==> src/rtl/priority_resolver_n.sv <==
// priority_resolver_n
// Clocked, parametrised 8259A-style priority resolver. Holds IRR, ISR and IMR
// plus a rotating lowest-priority pointer, resolves fully nested priority and
// runs the two-pulse INTA handshake. OCW2-style commands arrive pre-decoded.
module priority_resolver_n #(
    parameter int NUM_IRQ = 8,
    parameter int VEC_W   = $clog2(NUM_IRQ)
) (
    input  logic               clk,
    input  logic               reset,
    input  logic [NUM_IRQ-1:0] ir,
    input  logic [NUM_IRQ-1:0] trig_level,
    input  logic               aeoi,
    input  logic               imr_wr,
    input  logic [NUM_IRQ-1:0] imr_din,
    input  logic               cmd_valid,
    input  logic [2:0]         cmd_op,
    input  logic [VEC_W-1:0]   cmd_level,
    input  logic               inta,
    output logic               int_o,
    output logic [VEC_W-1:0]   int_vec,
    output logic               vec_valid,
    output logic [NUM_IRQ-1:0] isr,
    output logic [NUM_IRQ-1:0] irr,
    output logic [NUM_IRQ-1:0] imr
);

    typedef enum logic {
        IDLE = 1'b0,
        ACK2 = 1'b1
    } state_t;

    // Command encodings {R, SL, EOI}
    localparam logic [2:0] OP_CLR_ROT  = 3'b000;
    localparam logic [2:0] OP_NS_EOI   = 3'b001;
    localparam logic [2:0] OP_NOP      = 3'b010;
    localparam logic [2:0] OP_SP_EOI   = 3'b011;
    localparam logic [2:0] OP_SET_ROT  = 3'b100;
    localparam logic [2:0] OP_ROT_NS   = 3'b101;
    localparam logic [2:0] OP_SET_PRIO = 3'b110;
    localparam logic [2:0] OP_ROT_SP   = 3'b111;

    state_t               state;
    state_t               state_next;
    logic [VEC_W-1:0]     ptr;
    logic [VEC_W-1:0]     ptr_next;
    logic                 rot_aeoi;
    logic                 rot_aeoi_next;
    logic                 spurious;
    logic                 spurious_next;
    logic [NUM_IRQ-1:0]   ir_prev;
    logic [VEC_W-1:0]     int_vec_next;
    logic                 vec_valid_next;
    logic [NUM_IRQ-1:0]   irr_next;
    logic [NUM_IRQ-1:0]   isr_next;
    logic [NUM_IRQ-1:0]   imr_next;

    logic [NUM_IRQ-1:0]   cand;
    logic [NUM_IRQ-1:0]   cand_rot;
    logic [NUM_IRQ-1:0]   isr_rot;
    logic                 cand_any;
    logic                 isr_any;
    logic [VEC_W-1:0]     cand_rank;
    logic [VEC_W-1:0]     isr_rank;
    logic                 win_valid;
    logic [VEC_W-1:0]     win_idx;
    logic [VEC_W-1:0]     isr_top;

    logic [NUM_IRQ-1:0]   set_mask;
    logic [NUM_IRQ-1:0]   grant_clr;
    logic [NUM_IRQ-1:0]   isr_clr;

    // Rotate a request vector so bit k holds channel (p+1+k) mod N, i.e. bit 0
    // is the highest-priority channel for pointer p.
    function automatic logic [NUM_IRQ-1:0] rotate_req(input logic [NUM_IRQ-1:0] req,
                                                      input logic [VEC_W-1:0]   p);
        logic [2*NUM_IRQ-1:0] dbl;
        dbl = {req, req} >> (int'(p) + 1);
        return dbl[NUM_IRQ-1:0];
    endfunction

    // Index of the lowest set bit; zero when nothing is set.
    function automatic logic [VEC_W-1:0] lowest_set(input logic [NUM_IRQ-1:0] v);
        logic [VEC_W-1:0] idx;
        idx = '0;
        for (int k = NUM_IRQ - 1; k >= 0; k--) begin
            if (v[k]) begin
                idx = VEC_W'(k);
            end
        end
        return idx;
    endfunction

    function automatic logic [NUM_IRQ-1:0] onehot(input logic [VEC_W-1:0] idx);
        return NUM_IRQ'(1) << idx;
    endfunction

    // Priority resolution: rank candidates and in-service bits relative to the
    // pointer; a candidate only wins if it outranks everything in service.
    always_comb begin
        cand      = irr & ~imr;
        cand_rot  = rotate_req(cand, ptr);
        isr_rot   = rotate_req(isr, ptr);
        cand_any  = |cand;
        isr_any   = |isr;
        cand_rank = lowest_set(cand_rot);
        isr_rank  = lowest_set(isr_rot);
        win_valid = cand_any && (!isr_any || (cand_rank < isr_rank));
        win_idx   = ptr + cand_rank + VEC_W'(1);
        isr_top   = ptr + isr_rank + VEC_W'(1);
        int_o     = win_valid && (state == IDLE);
    end

    // Next-state logic: INTA handshake, AEOI, OCW2 commands and register updates.
    always_comb begin
        state_next     = state;
        ptr_next       = ptr;
        rot_aeoi_next  = rot_aeoi;
        spurious_next  = spurious;
        int_vec_next   = int_vec;
        vec_valid_next = 1'b0;
        set_mask       = '0;
        grant_clr      = '0;
        isr_clr        = '0;

        case (state)
            IDLE: begin
                if (inta) begin
                    state_next = ACK2;
                    if (win_valid) begin
                        int_vec_next  = win_idx;
                        set_mask      = onehot(win_idx);
                        grant_clr     = onehot(win_idx);
                        spurious_next = 1'b0;
                    end else begin
                        int_vec_next  = '1;
                        spurious_next = 1'b1;
                    end
                end
            end
            ACK2: begin
                if (inta) begin
                    state_next     = IDLE;
                    vec_valid_next = 1'b1;
                    if (aeoi && !spurious) begin
                        isr_clr = isr_clr | onehot(int_vec);
                        if (rot_aeoi) begin
                            ptr_next = int_vec;
                        end
                    end
                end
            end
            default: begin
                state_next = IDLE;
            end
        endcase

        // Commands act on the pre-cycle ISR; a pointer change by command takes
        // precedence over an AEOI rotation in the same cycle.
        if (cmd_valid) begin
            case (cmd_op)
                OP_NS_EOI, OP_ROT_NS: begin
                    if (isr_any) begin
                        isr_clr = isr_clr | onehot(isr_top);
                        if (cmd_op[2]) begin
                            ptr_next = isr_top;
                        end
                    end
                end
                OP_SP_EOI, OP_ROT_SP: begin
                    if (isr_any) begin
                        isr_clr = isr_clr | onehot(cmd_level);
                        if (cmd_op[2]) begin
                            ptr_next = cmd_level;
                        end
                    end
                end
                OP_SET_ROT:  rot_aeoi_next = 1'b1;
                OP_CLR_ROT:  rot_aeoi_next = 1'b0;
                OP_SET_PRIO: ptr_next      = cmd_level;
                OP_NOP:      ;
                default:     ;
            endcase
        end

        irr_next = (trig_level & ir & ~grant_clr)
                 | (~trig_level & ((irr & ~grant_clr) | (ir & ~ir_prev)));
        isr_next = (isr & ~isr_clr) | set_mask;
        imr_next = imr_wr ? imr_din : imr;
    end

    // State and register update; reset overrides every other input.
    always_ff @(posedge clk) begin
        if (reset) begin
            state     <= IDLE;
            ptr       <= '1;
            rot_aeoi  <= 1'b0;
            spurious  <= 1'b0;
            ir_prev   <= '0;
            int_vec   <= '0;
            vec_valid <= 1'b0;
            irr       <= '0;
            isr       <= '0;
            imr       <= '0;
        end else begin
            state     <= state_next;
            ptr       <= ptr_next;
            rot_aeoi  <= rot_aeoi_next;
            spurious  <= spurious_next;
            ir_prev   <= ir;
            int_vec   <= int_vec_next;
            vec_valid <= vec_valid_next;
            irr       <= irr_next;
            isr       <= isr_next;
            imr       <= imr_next;
        end
    end

endmodule

==> config.mk <==
export PLATFORM = sky130hd
export DESIGN_NAME = priority_resolver_n
export DESIGN_NICKNAME = d
export VERILOG_FILES = /design/src/rtl/priority_resolver_n.sv
export SDC_FILE = /design/constraint.sdc
export NUM_CORES = 1
export LEC_CHECK = 0
export CAP_MARGIN = 20
export CORE_MARGIN = 1.5
export CORE_UTILIZATION = 52
export CTS_CLUSTER_DIAMETER = 200
export DETAILED_ROUTE_END_ITERATION = 6
export PLACE_DENSITY = 0.85
export SLEW_MARGIN = 10
export SYNTH_ARGS = -nofsm -noshare
export SYNTH_HDL_FRONTEND = slang
export SYNTH_SLANG_ARGS = --single-unit
==> constraint.sdc <==
create_clock -name clk -period 4.2 [get_ports clk]
set_clock_uncertainty 0.15 [all_clocks]
set_input_delay 0.84 -clock clk [delete_from_list [all_inputs] [get_ports clk]]
set_output_delay 0.84 -clock clk [all_outputs]
set_load 0.01 [all_outputs]
== Yosys cells after proc, flatten, opt, wreduce, memory -nomap -nowiden ==
Cells that the tools add are included.
Word-level totals
  bits in registers: 42
  input bits: 36
  output and inout port bits: 29
  word-level logic and storage cells: 103
Cells by class
  add/subtract/negate cells: 5
  magnitude comparators: 1
  equality and inequality tests: 6
  shifts and indexed selects: 6
  muxes and demuxes: 42
  bitwise operators: 18
  reductions and logical operators: 15
Operators by type and width (number)
  $mux W3: 26
  $mux W8: 9
  $and A8 B8 Y8: 7
  $not A8 Y8: 5
  $or A8 B8 Y8: 5
  $shl A1 B3 Y8 const A: 4
  $shr A16 B32 Y8: 1
  $pmux W8 S2: 1
  $reduce_or A8 Y1: 2
  $shr A16 B4 Y8: 1
  $eq A3 B3 Y1 const B: 4
  $pmux W3 S3: 1
  $add A3 B1 Y3 const B: 2
  $add A3 B3 Y3: 2
  $reduce_or A2 Y1: 3
  $add A3 B1 Y4 const B: 1
  $pmux W1 S2: 2
  $reduce_and A2 Y1: 2
  $eq A3 B1 Y1 const B: 1
  $eq A3 B2 Y1 const B: 1
  $logic_and A1 B1 Y1: 3
  $logic_not A3 Y1: 1
  $lt A3 B3 Y1: 1
  $mux W1: 3
  other kinds (4): 5

== Logic depth before layout (Yosys ltp) ==
Gate-level depths: netlist of the first run.
  depth in word-level cells: 22
  depth in mapped cells: 16
  mapped depth without buffers: 14

== Worst setup path after synthesis of the first run ==
Ideal clock, no wire load.
  path kind: flip-flop to flip-flop
  start point: register ptr[1]
  end point: register irr[1]
  setup time: 117 ps
  data arrival time: 3577 ps
  required time: 3933 ps
  path slack: 355 ps
  cell stages (with the launch flop): 15
  buffers on the path: 1
  period minus slack after synthesis: 3845 ps
  cells stage by stage: dfxtp_1 buf_6 and4b_1 or4_4 mux2_2 o211ai_1 a31oi_4 inv_1 nand2_1 ha_1 fa_1 xnor2_1 xor2_2 or3_1 a32o_1
Between the ends
  longest elaborated chain between the ends: 21
  elaborated cells on any way between the ends: 34
  classes of those cells: add/sub: 3; order compare: 1; shift: 3; mux: 19; bitwise: 6; reduce/logical: 2
RTL lines
  start, declared: RTL line 45  | logic [VEC_W-1:0] ptr;
  start signal, assigned: RTL line 207  | ptr <= ptr_next;
  $add A3 B1 Y4: RTL line 78  | dbl = {req, req} >> (int'(p) + 1);
  $shr A16 B32 Y8 or $shr A16 B4 Y8 (tied branches): RTL line 78
  $mux W3 (8 in series): RTL line 87  | if (v[k]) begin
  $add A3 B3 Y3 or $lt A3 B3 Y1 (tied branches): RTL line 109, 108
  $add A3 B1 Y3 or $logic_or A1 B1 Y1 (tied branches): RTL line 109, 108
  $shl A1 B3 Y8 or $logic_and A1 B1 Y1 (tied branches): RTL line 95, 108
  $mux W8 *: RTL line 130  | if (win_valid) begin
  $mux W8 *: RTL line 128  | if (inta) begin
  $mux W8 *: RTL line 126  | case (state)
  $not A8 Y8 *: RTL line 186, 187
  $and A8 B8 Y8: RTL line 187  | | (~trig_level & ((irr & ~grant_clr) | (ir & ~ir_prev)));
  $or A8 B8 Y8: RTL line 187
  $and A8 B8 Y8: RTL line 187
  $or A8 B8 Y8 *: RTL line 187
  end signal, assigned: RTL line 213  | irr <= irr_next;
  end, declared: RTL line 24  | output logic [NUM_IRQ-1:0] irr,
Mark *: on every way between the ends. The rest lies on a longest branch, timed or not.
A chain may end at the register's enable or synchronous reset.

== Worst setup path after layout of the first run ==
  start point: register ptr[0]
  end point: output port int_o
Between the ends
  longest elaborated chain between the ends: 14
  elaborated cells on any way between the ends: 23
  classes of those cells: add/sub: 1; order compare: 1; shift: 2; mux: 16; reduce/logical: 3
RTL lines
  $add A3 B1 Y4 *: RTL line 78
  $shr A16 B32 Y8 or $shr A16 B4 Y8 (tied branches): RTL line 78
  $mux W3 (8 in series): RTL line 87
  $lt A3 B3 Y1 *: RTL line 108  | win_valid = cand_any && (!isr_any || (cand_rank < isr_rank));
  $logic_or A1 B1 Y1 *: RTL line 108
  $logic_and A1 B1 Y1 *: RTL line 108
  $logic_and A1 B1 Y1 *: RTL line 111  | int_o = win_valid && (state == IDLE);
  end, declared: RTL line 20  | output logic int_o,
Marks and branches as above.

==> run_results.csv, run 1 <==
group,metric,value,unit
setup_path,slowest_stage,"or4_4",
run_status,status,"finished with violations",
synth,synth_seq_cells,42,
final_layout,diodes,0,
final_layout,nNetsFinal,505,
run_status,violations,"negative setup slack",
timing,finalCritPeriodShare,100,%
min_path,hp-class,"reg2reg",
global_route,grtUsageTotal,29.3,%
setup_path,end_kind,"output port",
timing,hold_viol_final,0,
synth,async_reset_ff_share,0,%
timing,slew_headroom,51.3,%
synth,syn-num-nets,420,
global_route,grt_max_degree,20,
setup_path,startpoint_type,"register",
synth,netlist_area,0.00321,mm²
synth,yosys_most_used_dff,"dfxtp_1",
synth,yosysWarnings,0,
power,vdd_drop_max,0.892,mV
cts,numClockSinks,42,
final_layout,area.sequential,846,µm²
placed_design,routabilityCongestion,0.942,
global_route,antenna_found_initial,0,
cts,clk_pin_slew_worst_paths,0.08,ns
global_route,overflow,0,
timing,setup_violations,1,
synth,syn_inst,377,
global_route,grt_pass1_vias,3141,
setup_path,cp_max_fo,5,
die,num_rows,28,
route,antenna_left,0,
power,powerDensity,838,mW/mm²
timing,slew_viol_final,0,
power,total_power,3.60,mW
final_layout,multi_input_area,0.00230,mm²
power,p_leak,1.69,nW
global_route,grt_pass1_wl,15000,µm
cts,clk-insertion-delay-late,0.29,ns
die,core,0.00596,mm²
setup_path,cp_slowest_stage_delay,0.58,ns
placed_design,dp_hpwl,7070,µm
synth,post_synth.cell_area_avg,8.51,µm²
cts,root_buffer,"clkbuf_8",
die,start_util,53.9,%
final_layout,drive_gt1_share,21.4,%
die,die_w,81.5,µm
route,routedWlPerCell,19.0,µm
job,maxCapViolations,0,
route,drt_iter0_drc,272,
route,vias,3480,
synth,synth.distinct_cells,78,
timing,rsz0062_at_grt,"true",
route,drcViolationCount,0,
timing,timing.hold.ws,0.344,ns
timing,fmaxAchievable,237,MHz
cts,cts_htree_levels,2,
cts,clock_path_buffers,2,
die,io_pins,65,
setup_path,cp_data_arrival_time,3.23,ns
setup_path,critPathRequiredTime,3.21,ns
route,vias_per_cell,6.47,
die,die_area,0.00665,mm²
timing,fin_ws,-0.0168,ns
final_layout,n_fill_cell,438,
setup_path,path_buf_inv,3,
timing,worst_slew_pin_slew,0.727,ns
setup_path,path_class,"reg2out",
setup_path,crit_chain,"buf_4, nor4bb_1, or4_4, nand2_2, and3_4, nor3_1, o21bai_1, inv_1, ha_4, a21oi_2, o2bb2ai_2, a41oi_2, o21ai_4, nor2_1, buf_2",
synth,synth_edf_count,0,
setup_path,crit_family,"simple AND/OR/NAND/NOR gates",
placed_design,port_buffers,64,
timing,layout_min_cycle_time,4.22,ns
cts,numCtsBuffers,5,
route,drt_pass1_iterations,5,
final_layout,syn_to_final_growth,33.9,%
cts,postCtsHoldBufs,0,
synth,ys_seq_area_share,26.2,%
route,wirelength,10200,µm
die,die_y,81.5,µm
cts,cts_tree,"yes",
## tightest hold or removal path: cells and delay by family, from the launching register on
family | cells | cell delay [ns]
AO/OA/AOI/OAI | 1 | 0.06
AND/OR/NAND/NOR | 1 | 0.06
flip-flops | 1 | 0.33
## cell type report
type / instances / share of cell area [%]
well taps: 75 / 2.19
flip-flops and latches: 42 / 19.7
inverters: 13 / 1.22
clock buffers: 6 / 1.92
repair buffers: 97 / 21.0
clock inverters: 2 / 0.291
multi-input cells: 303 / 53.6
## synth_stat cells (4+ instances only)
cell type / count / area share [%]
a21oi_1: 11 / 1.7
a31oi_1: 5 / 0.98
and3_1: 6 / 1.2
buf_6: 4 / 1.4
clkbuf_1: 13 / 1.5
dfxtp_1: 42 / 26
ha_1: 5 / 2.0
inv_1: 10 / 1.2
mux2_2: 9 / 3.2
mux2i_1: 22 / 6.9
mux4_2: 7 / 4.9
nand2_1: 40 / 4.7
nand2b_1: 4 / 0.78
nand3_1: 12 / 1.9
nand3b_1: 4 / 0.94
nor2_1: 42 / 4.9
nor2b_1: 21 / 4.1
nor3_1: 11 / 1.7
nor3b_1: 4 / 0.94
o211ai_1: 5 / 1.2
o21ai_0: 10 / 1.6
o22ai_1: 5 / 0.98
o2bb2ai_1: 4 / 1.1
## sequential cells by signal (all words and copies together) (netlist names)
signal     cells
state          1
rot_aeoi       1
spurious       1
ptr            3
isr            8
ir_prev        8
int_vec        3
vec_valid      1
imr            8
irr            8
## layout by cell type (no fill, tap or decap), types with 3 or more instances in the layout
master	instances
clkdlybuf4s50_1	63
nor2_1	40
dfxtp_1	40
nand2_1	37
buf_4	31
mux2i_1	21
nor2b_1	18
nand3_1	12
nor3_1	11
inv_1	10
a21oi_1	10
o21ai_0	10
mux2_2	9
mux4_2	7
clkbuf_8	6
and3_1	5
o211ai_1	5
o22ai_1	5
a31oi_1	5
nand2_2	4
nand2b_1	4
nand3b_1	4
nor3b_1	4
ha_1	4
nor2b_2	3
a211oi_1	3
o2bb2ai_1	3
nand4_1	3
o31ai_1	3
## per-stage QoR
| step | instance area (µm²) | setup WS [ns] | TNS [ns] | std cells | utilization [%] |
|---|---|---|---|---|---|
| floorplan | 3210 | 0.355 | 0 | 377 | - |
| global placement | 4030 | 0.0237 | 0 | 521 | 67.7 |
| detailed placement | 4030 | -0.0875 | -0.0976 | 521 | 67.7 |
| CTS | 4170 | 0.00417 | 0 | 531 | 70.0 |
| global route | 4290 | -0.165 | -0.301 | 538 | 72.1 |
| finish | 4290 | -0.0168 | -0.0168 | 538 | 72.1 |
## logic make-up after synthesis
logic type	after synthesis	share of synthesized area [%]
buffers and inverters	32	4.80
adder cells (fa/ha/maj)	8	3.51
flip-flops	42	26.2
AO/OA/AOI/OAI	78	19.3
AND/OR/NAND/NOR	169	27.1
XOR/XNOR	5	1.60
multiplexers	43	17.5
## per-layer routing
metal / GRT usage [%] / up-vias / part of all wire [%]
li1: - / 1568 / -
met1: 37.3 / 1694 / 41
met2: 49.5 / 188 / 50
met3: 4.00 / 30 / 6.8
met4: 12.4 / 0 / 2.3
met5: 0 / - / 0
## final timing paths
check                              from                    end  slack [ns]  cells after the start
setup / recovery      ptr[0]$_SDFF_PP1_                  int_o       -0.02                     15
hold / removal    rot_aeoi$_SDFFE_PP0P_  rot_aeoi$_SDFFE_PP0P_        0.34                      2
setup reg to reg      ptr[0]$_SDFF_PP1_      isr[3]$_SDFF_PP0_        0.08                     15
hold reg to reg   rot_aeoi$_SDFFE_PP0P_  rot_aeoi$_SDFFE_PP0P_        0.34                      2
## timing repair
item / in CTS / in global routing
endpoints found under the setup margin: 3 / 5
resized for setup: 10 / 21
setup buffers: 2 / 7
pin swaps: 1 / 10
## where the power goes
part | switching [mW] | internal [mW] | leakage (nW) | total (mW)
logic | 1.48 | 1.23 | 1.30 | 2.71
registers | 0.135 | 0.482 | 0.346 | 0.618
clock network | 0.145 | 0.132 | 0.0472 | 0.277
total | 1.76 | 1.84 | 1.69 | 3.60
(Power assumes the default switching activity.)
==> inputs of run 2 (changes only) <==
--- a/config.mk
+++ b/config.mk
@@ -15,3 +15,4 @@
 export SYNTH_ARGS = -nofsm -noshare
 export SYNTH_HDL_FRONTEND = slang
 export SYNTH_SLANG_ARGS = --single-unit
+export TNS_END_PERCENT = 20
==> results of run 2 <==
Same layout as run 1: the final DEF is identical, and so are final timing and power.
